==> config.mk <==
export PLATFORM = sky130hd
export DESIGN_NAME = pipe_skid_stage
export DESIGN_NICKNAME = d
export VERILOG_FILES = /design/src/rtl/pipe_skid_stage_pkg.sv /design/src/rtl/pipe_skid_stage.sv
export SDC_FILE = /design/constraint.sdc
export NUM_CORES = 1
export LEC_CHECK = 0
export CAP_MARGIN = 20
export CORE_UTILIZATION = 53
export CTS_BUF_LIST = sky130_fd_sc_hd__clkbuf_4 sky130_fd_sc_hd__clkbuf_8 sky130_fd_sc_hd__clkbuf_16
export CTS_CLUSTER_DIAMETER = 120
export DETAILED_ROUTE_END_ITERATION = 12
export GPL_TIMING_DRIVEN = 1
export PLACE_DENSITY = 0.9
export SYNTH_ARGS = -nofsm -noshare
export SYNTH_HDL_FRONTEND = slang
export SYNTH_SLANG_ARGS = --single-unit
==> constraint.sdc <==
create_clock -name clk -period 3.8 [get_ports clk]
set_input_delay 0.57 -clock clk [delete_from_list [all_inputs] [get_ports clk]]
set_output_delay 0.57 -clock clk [all_outputs]
set_load 0.01 [all_outputs]
==> src/rtl/pipe_skid_stage_pkg.sv <==
// Shared pipeline-stage definitions: occupancy states and the count width.
// Every pipeline stage block imports this package.
package pipe_skid_stage_pkg;

  localparam int COUNT_W = 2;

  typedef enum logic [1:0] {
    EMPTY = 2'd0,
    BUSY  = 2'd1,
    FULL  = 2'd2
  } stageState_e;

  function automatic logic [COUNT_W-1:0] stateCount(input stageState_e s);
    case (s)
      EMPTY:   stateCount = 2'd0;
      BUSY:    stateCount = 2'd1;
      FULL:    stateCount = 2'd2;
      default: stateCount = 2'd0;
    endcase
  endfunction

endpackage

==> src/rtl/pipe_skid_stage.sv <==
// Valid/ready pipeline stage: a main register plus an optional skid register.
// With SKID=0 it degrades to a single stall/flush register with combinational in_ready.
module pipe_skid_stage
  import pipe_skid_stage_pkg::*;
#(
  parameter int WIDTH          = 32,
  parameter int SKID           = 1,
  parameter int CLEAR_ON_FLUSH = 1
) (
  input  logic               clk,
  input  logic               rst,
  input  logic               flush,
  input  logic               in_valid,
  output logic               in_ready,
  input  logic [WIDTH-1:0]   in_data,
  output logic               out_valid,
  input  logic               out_ready,
  output logic [WIDTH-1:0]   out_data,
  output logic [COUNT_W-1:0] count
);

  stageState_e      state;
  stageState_e      nextState;
  logic [WIDTH-1:0] mainData;
  logic [WIDTH-1:0] skidData;
  logic             inXfer;
  logic             outXfer;

  assign inXfer  = in_valid & in_ready;
  assign outXfer = out_valid & out_ready;

  always_ff @(posedge clk) begin
    if (rst) state <= EMPTY;
    else     state <= nextState;
  end

  // Flush wins over any handshake: a simultaneous input is dropped.
  always_comb begin
    nextState = state;
    if (flush) begin
      nextState = EMPTY;
    end else begin
      case (state)
        EMPTY: if (inXfer) nextState = BUSY;
        BUSY: begin
          if (inXfer && !outXfer)      nextState = (SKID != 0) ? FULL : BUSY;
          else if (!inXfer && outXfer) nextState = EMPTY;
        end
        FULL: if (outXfer) nextState = BUSY;
        default: nextState = EMPTY;
      endcase
    end
  end

  // With SKID=1, in_ready depends only on registered state, never on out_ready.
  always_comb begin
    out_valid = (state != EMPTY);
    count     = stateCount(state);
    out_data  = mainData;
    if (SKID != 0) in_ready = (state != FULL) && !rst;
    else           in_ready = (!out_valid || out_ready) && !rst;
  end

  always_ff @(posedge clk) begin
    if (rst) begin
      mainData <= '0;
      skidData <= '0;
    end else if (flush) begin
      if (CLEAR_ON_FLUSH != 0) begin
        mainData <= '0;
        skidData <= '0;
      end
    end else begin
      case (state)
        EMPTY: if (inXfer) mainData <= in_data;
        BUSY: begin
          if (inXfer && outXfer)            mainData <= in_data;
          else if (inXfer && (SKID != 0))   skidData <= in_data;
        end
        FULL: if (outXfer) mainData <= skidData;
        default: ;
      endcase
    end
  end

endmodule
==> metrics.md <==
| Metric | Value |
|---|---|
| Final number of setup-violating endpoints | 0 |
| Diode count | 0 |
| Syn nets | 352 |
| Drt total wl | 7080 µm |
| CP peak stage delay | 860 ps |
| Clock sink count | 66 |
| Cells along the critical path | or2b_2 -> inv_1 -> nor3b_1 -> ha_1 -> and3b_1 -> or3_2 -> a211oi_1 |
| Synthesized area | 0.00295 mm² |
| Clock transition at path regs | 70 ps |
| Post-route minimum period | 2670 ps |
| Final Hold Vio Count | 0 |
| Asr flop ratio synth | 0 |
| Row cnt | 26 |
| Top FF cell, synth | dfxtp_1 |
| Mean Syn Cell Area | 9.41 µm² |
| Period utilisation layout | 0.703 |
| Clk pwr share | 0.391 |
| Starting Density | 0.562 |
| Synth area leaders | dfxtp_1 (45%), a211oi_2 (13%), mux2i_1 (11%), nand2_1 (8.3%), nor4_1 (6.8%) |
| Sequential area share after synthesis | 0.449 |
| Switch share | 0.243 |
| Clk buf depth | 2 |
| R2R cell count | 7 |
| H-tree level count | 3 |
| Via count | 2567 |
| Internal power | 1.10 mW |
| PortBufs | 72 |
| WS Path Type | flop to flop |
| GP Congestion | 0.746 |
| Top-count cell post-synth | dfxtp_1 |
| Cell count after synthesis | 313 |
| Slew of the pin with the lowest slew margin | 1010 ps |
| Type of the worst min-delay path | flop to flop |
| Antenna violations before repair | 0 |
| Area growth syn-to-layout | 30.6% |
| Worst slew margin relative to its limit | 0.328 |
| Post-route ant nets | 0 |
| Status | finished clean |
| Setup TNS | 0 ps |
| Slowest CP cell | or3_2 |
| Reg2Reg Setup Slack | 1130 ps |
| FMAX | 374 MHz |
| CTS hold repair buffers | 0 |
| Core Region | 0.00524 mm² |
| Critical path endpoint category | flop |
| Sequential share of power | 0.492 |
| Synth Register Bits | 66 |
| CTS tree | done |
| CP Data Required Time | 4040 ps |
| Chip height | 76.5 µm |
| Cells on Worst Hold Path | 2 |
| Cts repair resizes | 0 |
| Worst-path fanout max | 32 |
| Share of cells above drive strength 1 | 0.155 |
| Die area | 0.00586 mm² |
| All-Layer GR Usage | 0.251 |
| Comb pwr share | 0.117 |
| Cell Pwr Density | 377 mW/mm² |
| Starting DRT DRC Count | 180 |
| RSZ-0062 raised after global routing | no |
| Count of final max-slew check failures | 0 |
| Fill cell count | 372 |
| Clk_lat worst skew | 340 ps |
| Final Util | 0.735 |
| Die width | 76.5 µm |
| Startpoint class of the critical path | flop |
| First-pass GRT wire length | 11700 µm |
| Post-synth EDFFs | 0 |
| Crit path DAT | 2910 ps |
| Synth top cells by count | dfxtp_1 (66), nand2_1 (65), a21oi_1 (32), mux2i_1 (32), nor4_1 (32) |
| Syn. warnings | 0 |
| CTS Buf Count | 9 |
| Vias in the first global route | 2488 |
| Cell variety after synth | 23 |
| Synth top area share | 0.449 |
| Max Cap Viol | 0 |
| Largest net degree at the start of global routing | 45 |
| Total grt overflow | 0 |
| Cell accounting for the most synthesized area | dfxtp_1 |
| Drt wl/cell | 15.9 µm |
| I/O pin total | 73 |
| DR vias/cell | 5.78 |
| P_leak | 1.49 nW |
| CTS Root Cell | clkbuf_8 |
| Sw power | 353 µW |
| Clock skew | 6.17 ps |
| Worst IR drop on VDD | 0.320 mV |
| DP HPWL | 4450 µm |
| Final nets | 408 |
| Pre-antenna DRT Iters | 4 |
| Postcts setup bufs | 0 |
| Residual DRC | 0 |
[layout by cell type (no fill, tap or decap)]
master,instances
bufinv_16,1
nor4b_4,1
buf_4,7
a211oi_2,30
and2b_1,1
or2_2,2
a21oi_1,32
nand2_1,65
clkinvlp_4,1
nand3b_1,1
a211oi_1,3
clkbuf_4,1
or3_2,1
and3b_1,3
ha_1,2
o22a_1,1
nor4_1,32
nor2_1,3
nor3b_1,1
clkdlybuf4s50_1,72
inv_1,2
mux2i_1,32
clkinv_2,4
dfxtp_1,66
clkbuf_8,9
or2b_2,1
[power by group through the flow]
stage,clock [mW],combinational [mW],sequential (mW)
finish,0.568,0.169,0.714
global route,0.604,0.182,0.715
CTS,0.574,0.170,0.714
detailed placement,0,0.169,0.729
global placement,0,0.164,0.729
floorplan,0,0.0843,0.732
[metal layers]
layer | vias to the layer above | global-route usage | share of wire
li1 | 1234 | - | -
met1 | 1233 | 0.302 | 0.42
met2 | 88 | 0.422 | 0.50
met3 | 12 | 0.0683 | 0.058
met4 | 0 | 0.102 | 0.018
met5 | - | 0 | 0
[through the flow]
step / cells / setup slack (ps) / total power [mW] / instance area, µm² / hold WS [ps]
2_1_floorplan: 313 / 1290 / 0.817 / 2950 / 436
3_3_place_gp: 428 / 959 / 0.893 / 3660 / 441
3_5_place_dp: 428 / 871 / 0.898 / 3660 / 446
4_1_cts: 444 / 1130 / 1.46 / 3850 / 455
5_1_grt: 444 / 967 / 1.50 / 3850 / 471
6_report: 444 / 1130 / 1.45 / 3850 / 454
[critical path, delay by kind of cell (launching register included)]
kind | cells | cell delay, ps
AND/OR/NAND/NOR | 4 | 1430
flip-flops | 1 | 470
AO/OA/AOI/OAI | 1 | 350
adder cells (fa/ha/maj) | 1 | 200
buffers and inverters | 1 | 100
[final cells by class]
class | count | area, µm² | area share
Tap cell | 70 | 87.6 | 0.0228
Multi-Input combinational cell | 211 | 1470 | 0.382
Clock inverter | 6 | 57.6 | 0.0150
Timing Repair Buffer | 79 | 773 | 0.201
Inverter | 2 | 7.51 | 0.00195
Clock buffer | 10 | 131 | 0.0341
Sequential cell | 66 | 1320 | 0.343
[final timing paths]
path / start / end
hold / removal: skidData[28] / skidData[28]
hold reg to reg: skidData[28] / skidData[28]
setup reg to reg: state[1] / out_data[30]
setup / recovery: state[1] / out_data[30]
[logic make-up after synthesis]
group           synth area share
compound gates             0.192
buf+inv                   0.0565
mux                        0.109
simple gates               0.185
fa+ha+maj                0.00849
flops                      0.449
[sequential cells by signal, summed over array words and instances, names as in the netlist]
signal,count
out_data,32
skidData,32
state,2
No activity file was read; power rests on OpenSTA's default activity.
